<file path="src/rtl/n_bit_serial_adder.sv">
// -----------------------------------------------------------------------------
// n_bit_serial_adder
//
// Bit-serial N-bit adder. Two N-bit addends and a carry-in are latched when
// START is accepted in IDLE, then one bit is summed per clock (LSB first)
// through a single registered carry. After N SHIFT cycles the full sum is
// published on ANSWER/CARRY_OUT and DONE pulses for one cycle.
//
// Parameters:
//   N          operand/result width in bits (N >= 1)
//
// Ports:
//   CLK        system clock, all state updates on the rising edge
//   RST_N      synchronous active-low reset
//   START      request, only looked at while IDLE
//   INPUT1     first addend, captured when START is accepted
//   INPUT2     second addend, captured when START is accepted
//   CARRY_IN   initial carry, captured when START is accepted
//   BUSY       high while bits are being processed (SHIFT)
//   DONE       one-cycle pulse, ANSWER/CARRY_OUT valid
//   ANSWER     INPUT1 + INPUT2 + CARRY_IN modulo 2^N
//   CARRY_OUT  carry out of bit N-1
//   OVERFLOW   (only with SERIAL_ADDER_OVERFLOW_EN) signed two's-complement
//              overflow: carry into MSB XOR carry out of MSB
//
// Optional feature macro: SERIAL_ADDER_OVERFLOW_EN
// -----------------------------------------------------------------------------
module n_bit_serial_adder #(
  parameter int N = 3
) (
  input  logic         CLK,
  input  logic         RST_N,
  input  logic         START,
  input  logic [N-1:0] INPUT1,
  input  logic [N-1:0] INPUT2,
  input  logic         CARRY_IN,
  output logic         BUSY,
  output logic         DONE,
  output logic [N-1:0] ANSWER,
  output logic         CARRY_OUT
`ifdef SERIAL_ADDER_OVERFLOW_EN
  ,
  output logic         OVERFLOW
`endif
);

  // Counter needs at least one bit so that N = 1 still elaborates.
  localparam int CW = (N > 1) ? $clog2(N) : 1;

  typedef enum logic [1:0] {
    S_IDLE  = 2'd0,
    S_SHIFT = 2'd1,
    S_DONE  = 2'd2
  } state_t;

  state_t          state_reg;
  state_t          state_next;

  logic [N-1:0]    a_reg;
  logic [N-1:0]    b_reg;
  logic            c_reg;
  logic [N-1:0]    sum_reg;
  logic [CW-1:0]   cnt_reg;
  logic [N-1:0]    answer_reg;
  logic            carry_out_reg;

  logic            sum_bit;
  logic            carry_next;
  logic [N-1:0]    sum_shift;
  logic            last_bit;
  logic            busy_next;
  logic            done_next;

  // ---------------------------------------------------------------------------
  // Full-adder slice on the current LSBs. sum_shift is the result register
  // after this bit has been pushed into its MSB; it is written this way
  // (shift then overwrite MSB) so N = 1 needs no special slicing.
  // ---------------------------------------------------------------------------
  always_comb begin
    sum_bit    = a_reg[0] ^ b_reg[0] ^ c_reg;
    carry_next = (a_reg[0] & b_reg[0]) | (c_reg & (a_reg[0] ^ b_reg[0]));
    sum_shift          = sum_reg >> 1;
    sum_shift[N-1]     = sum_bit;
    last_bit   = (cnt_reg == CW'(N - 1));
  end

  // ---------------------------------------------------------------------------
  // FSM: state register
  // ---------------------------------------------------------------------------
  always_ff @(posedge CLK) begin
    if (!RST_N) begin
      state_reg <= S_IDLE;
    end else begin
      state_reg <= state_next;
    end
  end

  // ---------------------------------------------------------------------------
  // FSM: next state and status outputs
  // ---------------------------------------------------------------------------
  always_comb begin
    state_next = state_reg;
    busy_next  = 1'b0;
    done_next  = 1'b0;
    case (state_reg)
      S_IDLE: begin
        if (START) begin
          state_next = S_SHIFT;
        end
      end
      S_SHIFT: begin
        busy_next = 1'b1;
        if (last_bit) begin
          state_next = S_DONE;
        end
      end
      S_DONE: begin
        done_next  = 1'b1;
        state_next = S_IDLE;
      end
      default: begin
        state_next = S_IDLE;
      end
    endcase
  end

  assign BUSY = busy_next;
  assign DONE = done_next;

  // ---------------------------------------------------------------------------
  // Datapath. ANSWER/CARRY_OUT are loaded only on the edge that completes the
  // last bit, so partial sums in sum_reg never reach the outputs.
  // ---------------------------------------------------------------------------
  always_ff @(posedge CLK) begin
    if (!RST_N) begin
      a_reg         <= '0;
      b_reg         <= '0;
      c_reg         <= 1'b0;
      sum_reg       <= '0;
      cnt_reg       <= '0;
      answer_reg    <= '0;
      carry_out_reg <= 1'b0;
    end else begin
      case (state_reg)
        S_IDLE: begin
          if (START) begin
            a_reg   <= INPUT1;
            b_reg   <= INPUT2;
            c_reg   <= CARRY_IN;
            sum_reg <= '0;
            cnt_reg <= '0;
          end
        end
        S_SHIFT: begin
          a_reg   <= a_reg >> 1;
          b_reg   <= b_reg >> 1;
          c_reg   <= carry_next;
          sum_reg <= sum_shift;
          cnt_reg <= cnt_reg + CW'(1);
          if (last_bit) begin
            answer_reg    <= sum_shift;
            carry_out_reg <= carry_next;
          end
        end
        default: begin
        end
      endcase
    end
  end

  assign ANSWER    = answer_reg;
  assign CARRY_OUT = carry_out_reg;

`ifdef SERIAL_ADDER_OVERFLOW_EN
  // On the last bit c_reg is the carry into the MSB and carry_next the carry
  // out of it; their XOR is the signed overflow.
  logic overflow_reg;

  always_ff @(posedge CLK) begin
    if (!RST_N) begin
      overflow_reg <= 1'b0;
    end else if (state_reg == S_SHIFT && last_bit) begin
      overflow_reg <= c_reg ^ carry_next;
    end
  end

  assign OVERFLOW = overflow_reg;
`endif

endmodule

</file>
<file path="config.mk">
export PLATFORM = sky130hd
export DESIGN_NAME = n_bit_serial_adder
export DESIGN_NICKNAME = d
export VERILOG_FILES = /design/src/rtl/n_bit_serial_adder.sv
export SDC_FILE = /design/constraint.sdc
export NUM_CORES = 1
export LEC_CHECK = 0
export BUFFER_PORTS_ARGS = -buffer_cell sky130_fd_sc_hd__buf_2
export CAP_MARGIN = 30
export CORE_MARGIN = 2
export CORE_UTILIZATION = 48
export DETAILED_ROUTE_END_ITERATION = 10
export PLACE_DENSITY = 0.77
export SLEW_MARGIN = 5
export SYNTH_ARGS = -nofsm -noshare
export SYNTH_HDL_FRONTEND = slang
export SYNTH_SLANG_ARGS = --single-unit
</file>
<file path="constraint.sdc">
create_clock -name CLK -period 2.3 [get_ports CLK]
set_input_delay 0.23 -clock CLK [delete_from_list [all_inputs] [get_ports CLK]]
set_output_delay 0.23 -clock CLK [all_outputs]
set_load 0.05 [all_outputs]
</file>
Word level (Yosys, flattened, before mapping)

Index checks and enable logic that the tools add are counted.

Input bits: 10
Bits in registers: 18
Output and inout bits: 6
Logic and storage cells: 39

Muxes and demuxes: 15
Reduce and logical (&&, ||, !) cells: 5
Add/sub/neg operators: 1
Bitwise operators: 5
Equality and inequality tests: 5

Operator list:

| kind                                                             | count |
|---|---|
| 3-bit one-hot mux with 2 select lines                            | 3 |
| 3-bit two-way mux                                                | 3 |
| 2-bit one-hot mux with 2 select lines                            | 2 |
| 2-bit two-way mux                                                | 3 |
| 2-bit AND reduction                                              | 3 |
| 2-bit == test (second input constant)                            | 2 |
| 2-bit inequality test (second input constant)                    | 2 |
| 1-bit two-way mux                                                | 3 |
| 2-bit by 1-bit adder with 2-bit output (second input constant)   | 1 |
| 1-bit bitwise AND                                                | 2 |
| 2-bit by 1-bit == test with 1-bit output (second input constant) | 1 |
| 2-bit logical NOT                                                | 1 |
| 1-bit one-hot mux with 2 select lines                            | 1 |
| 2-bit nonzero test                                               | 1 |
| 1-bit bitwise XOR                                                | 2 |
| 1-bit OR                                                         | 1 |

Logic depth before layout (Yosys ltp)

Gate-level depths: netlist of the first run.

Word-level depth: 4
Gate-level depth with buffers: 5
Depth with buffers taken out: 5

Worst setup path before layout of the first run

Ideal clock, no wire load.

Path type: flip-flop to output port
From: register state_reg[1]
To: output port DONE
Buffers on the path: 0
Data required time: 2.070 ns
Data arrival time: 1.154 ns
Stages on the path, launching flop included: 3
Slack: 0.916 ns
Cell sequence: dfxtp_1 inv_1 nor2_1

Word-level cells in the longest chain between the ends: 2

RTL lines:

| element                | RTL line | source |
|---|---|---|
| from (decl)            | 56       | `state_t state_reg;` |
| from (signal assigned) | 94       | `state_reg <= state_next;` |
| 2-bit == test          | 105      | `case (state_reg)` |
| 1-bit two-way mux      | 105      |  |
| to (decl)              | 38       | `output logic DONE,` |

Every way passes these cells.

Final worst setup path of the first run

From: register state_reg[0]
To: output port BUSY

Word-level cells in the longest chain between the ends: 2

RTL lines:

| element                                  | RTL line | source |
|---|---|---|
| 2-bit by 1-bit == test with 1-bit output | 105      |  |
| 1-bit two-way mux                        | 105      |  |
| to (decl)                                | 37       | `output logic BUSY,` |

Every way passes these cells.

==> results of run 1 <==
[Yosys cell counts]
master     instances
a22oi_1            2
inv_2              1
nor2b_1            4
dfxtp_1           17
o22a_1             1
and3_1             1
a2bb2oi_1          1
nand2_4            1
a21boi_1           4
nand2_1            5
or3b_1             1
nor2_1             2
nand3_1            4
ha_1               1
mux2i_1            2
fa_1               1
nand2b_2           1
nand3b_1           1
and3_2             1
o221ai_1           3
a21boi_0           2
o22ai_1            2
o221a_1            1
o21bai_1           1
buf_4              1
a21oi_1            4
nand4_1            2
clkbuf_1           1
buf_6              1
o21ai_0            4
inv_1              2
nand2b_1           2
inv_8              1
[worst register-to-register path, delay by kind of cell (launching register included)]
kind / cells / cell delay (ns)
AND/OR/NAND/NOR: 2 / 0.53
flip-flops: 1 / 0.46
AO/OA/AOI/OAI: 1 / 0.20
buffers and inverters: 1 / 0.07
[report_power, final]
part | internal, mW | leakage (nW) | total (mW) | switching (mW)
combinational | 0.0353 | 0.194 | 0.0789 | 0.0436
clock | 0.0673 | 0.0150 | 0.156 | 0.0887
sequential | 0.310 | 0.139 | 0.323 | 0.0135
[cells in the final DEF, fill, tap and decap left out, types with 2 or more instances in the layout]
cell / synthesis / routed
a21oi_1: 4 / 4
dfxtp_1: 17 / 17
o22ai_1: 2 / 2
o21ai_0: 4 / 4
clkbuf_4: 0 / 3
o221ai_1: 3 / 3
nand2b_1: 2 / 2
a22oi_1: 2 / 2
inv_1: 2 / 2
a21boi_0: 2 / 2
nand3_1: 4 / 4
buf_2: 0 / 15
nand2_1: 5 / 5
nand4_1: 2 / 2
nor2b_1: 4 / 4
a21boi_1: 4 / 4
mux2i_1: 2 / 2
nor2_1: 2 / 2
[routing by layer]
metal | GRT usage (%) | share of wire (%) | up-vias
met5 | 0 | 0 | -
met4 | 10.91 | 1.4 | 0
met3 | 2.500 | 4.4 | 2
met2 | 27.65 | 47 | 17
met1 | 24.02 | 47 | 270
li1 | - | - | 315
[layout make-up]
cell class	count	area [um2]	area share [%]
clock buffer	4	26.28	3.061
sequential	17	340.3	39.65
multi-input combinational	54	374.1	43.59
inverter	4	22.52	2.624
timing repair buffer	15	75.07	8.746
tap	16	20.02	2.332
[how the worst max path moves through the flow]
stage / from / endpoint / cells past startpoint
6_report: state_reg[0]$_SDFFE_PN0P_ / BUSY / 3
4_1_cts: state_reg[0]$_SDFFE_PN0P_ / BUSY / 3
5_1_grt: state_reg[1]$_SDFFE_PN0P_ / BUSY / 3
2_1_floorplan: state_reg[1]$_SDFFE_PN0P_ / DONE / 2
3_3_place_gp: state_reg[0]$_SDFFE_PN0P_ / BUSY / 3
3_5_place_dp: state_reg[0]$_SDFFE_PN0P_ / BUSY / 3
[kinds of logic after synthesis]
logic type	Yosys count	share of synthesized area, %
AOI/OAI and AO/OA	25	23.06
adders and majority gates	2	4.283
buffers and inverters	7	5.930
muxes	2	2.636
DFF	17	44.81
and+or+nand+nor	25	19.28
[through the flow]
step / setup slack, ns / cells / total power, mW / util (%) / area, um2
after floorplan: 0.9165 / 78 / 0.3891 / - / 759.5
after detailed placement: 0.8831 / 106 / 0.4081 / 55.88 / 832.0
after CTS: 0.5570 / 110 / 0.5643 / 57.65 / 858.3
after global placement: 0.9072 / 106 / 0.4065 / 55.88 / 832.0
after global routing: 0.4714 / 110 / 0.5853 / 57.65 / 858.3
final: 0.5598 / 110 / 0.5579 / 57.65 / 858.3
==> metrics.md, run 1 <==
| Metric | Value |
|---|---|
| Count of different cell masters after synthesis | 33 |
| Gpl congestion | 0.7841 |
| Drt via density | 5.491 |
| First-pass DRT Iterations | 5 |
| Number of global-route vias before repair | 568 |
| Share of layout cells above drive strength 1 | 24.47% |
| Die Y-Extent | 43.78 um |
| CP max FO | 9 |
| Cell Area, Synth | 759.5 um2 |
| Worst-Margin Slew | 0.5145 ns |
| Delay-heaviest family, CP | flip-flops |
| CP Launch Type | flip-flop |
| CTS Buffer Depth | 2 |
| CTS root buffer | clkbuf_4 |
| GRT overflow | 0 |
| CTS tree | yes |
| Status | complete, no violations |
| Worst VDD drop | 0.3345 mV |
| N_diodes | 0 |
| Reg clk slew, reported paths | 0.09 ns |
| GRT Util Overall | 18.06% |
| CP endpoint kind | output pin |
| Final Skew | 0.001164 ns |
| DRT antenna net count | 0 |
| Drt drc | 0 |
| Flops & latches, synth | 17 |
| Initial core utilization | 51.01% |
| Crit path buf inv count | 2 |
| Area Growth Syn to Fin | 13.01% |
| Final Slew Violations | 0 |
| Hold Path Class | input pin to flip-flop |
| Post-CTS Resized | 0 |
| Max frequency | 0.5747 GHz |
| Hpwl dp | 1046 um |
| Slowest-stage cell, CP | dfxtp_1 |
| Number of synthesis warnings | 0 |
| Power per cell area | 650.0 nW/um2 |
| Die area | 1916 um2 |
| # hold bufs at CTS | 0 |
| FILL cells | 149 |
| Reg2Reg Capture Point | sum_reg[2]$_SDFFE_PN0P_ |
| Slew HR | 65.70% |
| Hold Crit Depth | 3 |
| Post-synth top area cell | dfxtp_1 |
| Core box area | 1489 um2 |
| Final clock period utilization by the worst path | 75.66% |
| Worst skew pair latency | 0.28 ns |
| FF-to-FF Start | state_reg[1]$_SDFFE_PN0P_ |
| Avg Cell Area, Syn | 9.737 um2 |
| RSZ-0062 raised after global routing | no |
| Largest net degree at the start of global routing | 18 |
| Synth area leaders | dfxtp_1 (45%), a21boi_1 (4.0%), o221ai_1 (3.5%) |
| Nets@finish | 107 |
| R2R Setup Slk | 0.94 ns |
| Total wire length | 1398 um |
| Worst path max stage delay | 0.45 ns |
| Setup CP Type | flip-flop to output pin |
| WP data required | 2.07 ns |
| # setup viols final | 0 |
| Setup TNS | 0 ns |
| Hold endpoint | b_reg[2]$_SDFFE_PN0P_ |
| Num Clock Sinks | 17 |
| DR iter-0 viols | 11 |
| Row cnt | 14 |
| Crit path time final | 1.740 ns |
| Hold path start | INPUT2[2] |
| Initial antenna violation count | 0 |
| Routed via count | 604 |
| Port bufs | 15 |
| CP arrival | 1.51 ns |
| Synthesized instance count | 78 |
| Hold Fails Final Rpt | 0 |
| Number of CTS-inserted buffers | 3 |
| Post-Syn Nets | 90 |
| Leak | 0.3484 nW |
| Wire per inst | 12.71 um |
| Crit-path cells | nand2b_1 > inv_8 > buf_2 |
| Reg2reg path depth | 4 |
| Die X | 43.78 um |
| Worst Hold Margin | 0.2334 ns |
| Area share of the largest cell type after synthesis | 44.81% |
| H-tree Lvls | 1 |
| Max Cap Viol | 0 |
| Sequential area share after synthesis | 44.81% |
| Setup Buffers After CTS | 0 |
| First-pass GRT wire length | 2539 um |
| Ports | 16 |
No activity file was read; power rests on OpenSTA's default activity.
==> inputs of run 2 (changes only) <==
clock period = 1.7 ns   (was 2.3 ns; I/O delays follow)
==> run 2 against run 1 <==
Net effect:
- clock power grew 41%
- register-to-register slack lost 0.47 ns
- sequential cell count is the same
- die area is the same
- core utilization grew 0.25 points
- clock skew grew 0.0054 ns
- critical path type unchanged
- critical endpoint unchanged
- wire length grew 9.1%
- first-iteration DRC count shrank 45%
- critical path depth is the same
- via count grew 1.3%
- non-clock buffer count is the same
==> metrics.md, run 2 (synthesized netlist as in run 1, its figures left out) <==
| Metric | Value |
|---|---|
| GRT overflow | 0 (unchanged) |
| WP data required | 1.53 ns (-0.54 ns) |
| CP arrival | 1.42 ns (-0.09 ns) |
| Largest net degree at the start of global routing | 18 (unchanged) |
| Number of CTS-inserted buffers | 3 (unchanged) |
| Post-CTS Resized | 1 (+1) |
| CP max FO | 9 (unchanged) |
| Core box area | 1489 um2 (unchanged) |
| Most frequent cells in the layout | dfxtp_1 (17), buf_2 (15), nand2_1 (5) |
| Routed via count | 612 (+1.3%) |
| Share of layout cells above drive strength 1 | 26.60% (+2.1 points) |
| Setup Buffers After CTS | 0 (unchanged) |
| Status | complete, no violations |
| Max Cap Viol | 0 (unchanged) |
| Port bufs | 15 (unchanged) |
| Final clock period utilization by the worst path | 93.42% |
| First-pass GRT wire length | 2773 um (+9.2%) |
| Crit path time final | 1.588 ns |
| Setup CP Type | flip-flop to output pin |
| Reg clk slew, reported paths | 0.10 ns (about the same) |
| Total power | 0.7699 mW (+38%) |
| Drt drc | 0 (unchanged) |
| CTS root buffer | clkbuf_4 |
| Hpwl dp | 1128 um (+7.8%) |
| FILL cells | 147 (-1.3%) |
| Post-Place Setup Slack | 0.3256 ns (-0.5575 ns) |
| Ports | 16 (unchanged) |
| Wire per inst | 13.86 um (+9.1%) |
| Worst Slack Setup Final | 0.1118 ns (-0.4480 ns) |
| DR iter-0 viols | 6 (-5) |
| Initial antenna violation count | 0 (unchanged) |
| Setup TNS | 0 ns (unchanged) |
| N_diodes | 0 (unchanged) |
| Die X | 43.78 um (unchanged) |
| CTS tree | yes |
| Power per cell area | 893.1 nW/um2 (+37%) |
| Max frequency | 0.6296 GHz |
| # setup viols final | 0 (unchanged) |
| H-tree Lvls | 1 (unchanged) |
| DRT antenna net count | 0 (unchanged) |
| Slew HR | 77.19% (+11 points) |
| Hold Fails Final Rpt | 0 (unchanged) |
| Initial core utilization | 51.01% (unchanged) |
| Die area | 1916 um2 (unchanged) |
| Dpl cells | 106 (unchanged) |
| Fin cells | 110 (unchanged) |
| Nets@finish | 107 (unchanged) |
| Area Growth Syn to Fin | 13.51% |
| Worst VDD drop | 0.6538 mV (+95%) |
| Leak | 0.3511 nW (+0.76%) |
| Worst-Margin Slew | 0.3415 ns (-0.1730 ns) |
| Total wire length | 1525 um (+9.1%) |
| Worst skew pair latency | 0.30 ns (+0.02 ns) |
| GRT Util Overall | 19.91% (+1.9 points) |
| First-pass DRT Iterations | 4 (-1) |
| CP endpoint kind | output pin |
| RSZ-0062 raised after global routing | no |
| Number of global-route vias before repair | 615 (+8.3%) |
| Most common cell after layout, fill and taps aside | dfxtp_1 |
| Final Skew | 0.006521 ns (+0.005357 ns) |
| Drt via density | 5.564 (+1.3%) |
| # hold bufs at CTS | 0 (unchanged) |
| CP Launch Type | flip-flop |
| Num Clock Sinks | 17 (unchanged) |
| Row cnt | 14 (unchanged) |
| Gpl congestion | 0.7680 (-2.1%) |
| Hold Path Class | input pin to flip-flop |
| CTS Buffer Depth | 2 (unchanged) |
| Final Slew Violations | 0 (unchanged) |
| Die Y-Extent | 43.78 um (unchanged) |
==> run 2: changes by cell type in the layout (fill, tap and decap cells not counted) <==
cell | previous run | this run
clkbuf_1 | 1 | 0
clkinv_2 | 0 | 1
nand2b_1 | 2 | 1
nand2b_2 | 1 | 2
==> run 2: cell type report <==
type	count	area, um2	share of cell area [%]
flip-flops and latches	17	340.3	39.48
repair buffers	15	75.07	8.708
multi-input cells	54	376.6	43.69
clock inverters	1	5.005	0.5806
clock buffers	3	22.52	2.612
well taps	16	20.02	2.322
inverters	4	22.52	2.612
==> run 2: final timing paths <==
path	start	end	slack [ns]	cells past startpoint
setup reg to reg	a_reg[0]$_SDFFE_PN0P_	sum_reg[2]$_SDFFE_PN0P_	0.47	3
setup / recovery	state_reg[0]$_SDFFE_PN0P_	BUSY	0.11	3
hold / removal	INPUT1[2]	a_reg[2]$_SDFFE_PN0P_	0.14	3
hold reg to reg	ANSWER[2]$_SDFFE_PN0P_	ANSWER[2]$_SDFFE_PN0P_	0.46	2
==> run 2: power breakdown <==
part / internal (mW) / switching [mW] / leakage, nW
clock: 0.0879 / 0.132 / 0.0177
sequential: 0.419 / 0.0193 / 0.139
combinational: 0.0490 / 0.0626 / 0.194
total: 0.556 / 0.214 / 0.351
==> run 2: critical path, stage by stage (launching register included) <==
cell and delay [ns]:
dfxtp_1 0.49, nand2b_2 0.24, inv_8 0.12, buf_2 0.26
==> run 2: per-layer routing <==
layer,wire length (um),vias up,GRT usage [%]
met5,0,-,0
met4,34,0,8.485
met3,94,5,7.500
met2,722,18,31.76
met1,673,276,23.90
li1,-,313,-
==> run 2: through the flow <==
step                      utilization, %  hold WS [ns]  instance area [um2]
after floorplan                        -        0.3077                759.5
after global placement             55.88        0.4406                832.0
after detailed placement           55.88        0.4432                832.0
after CTS                          57.90        0.1399                862.1
after global routing               57.90        0.1746                862.1
final                              57.90        0.1404                862.1
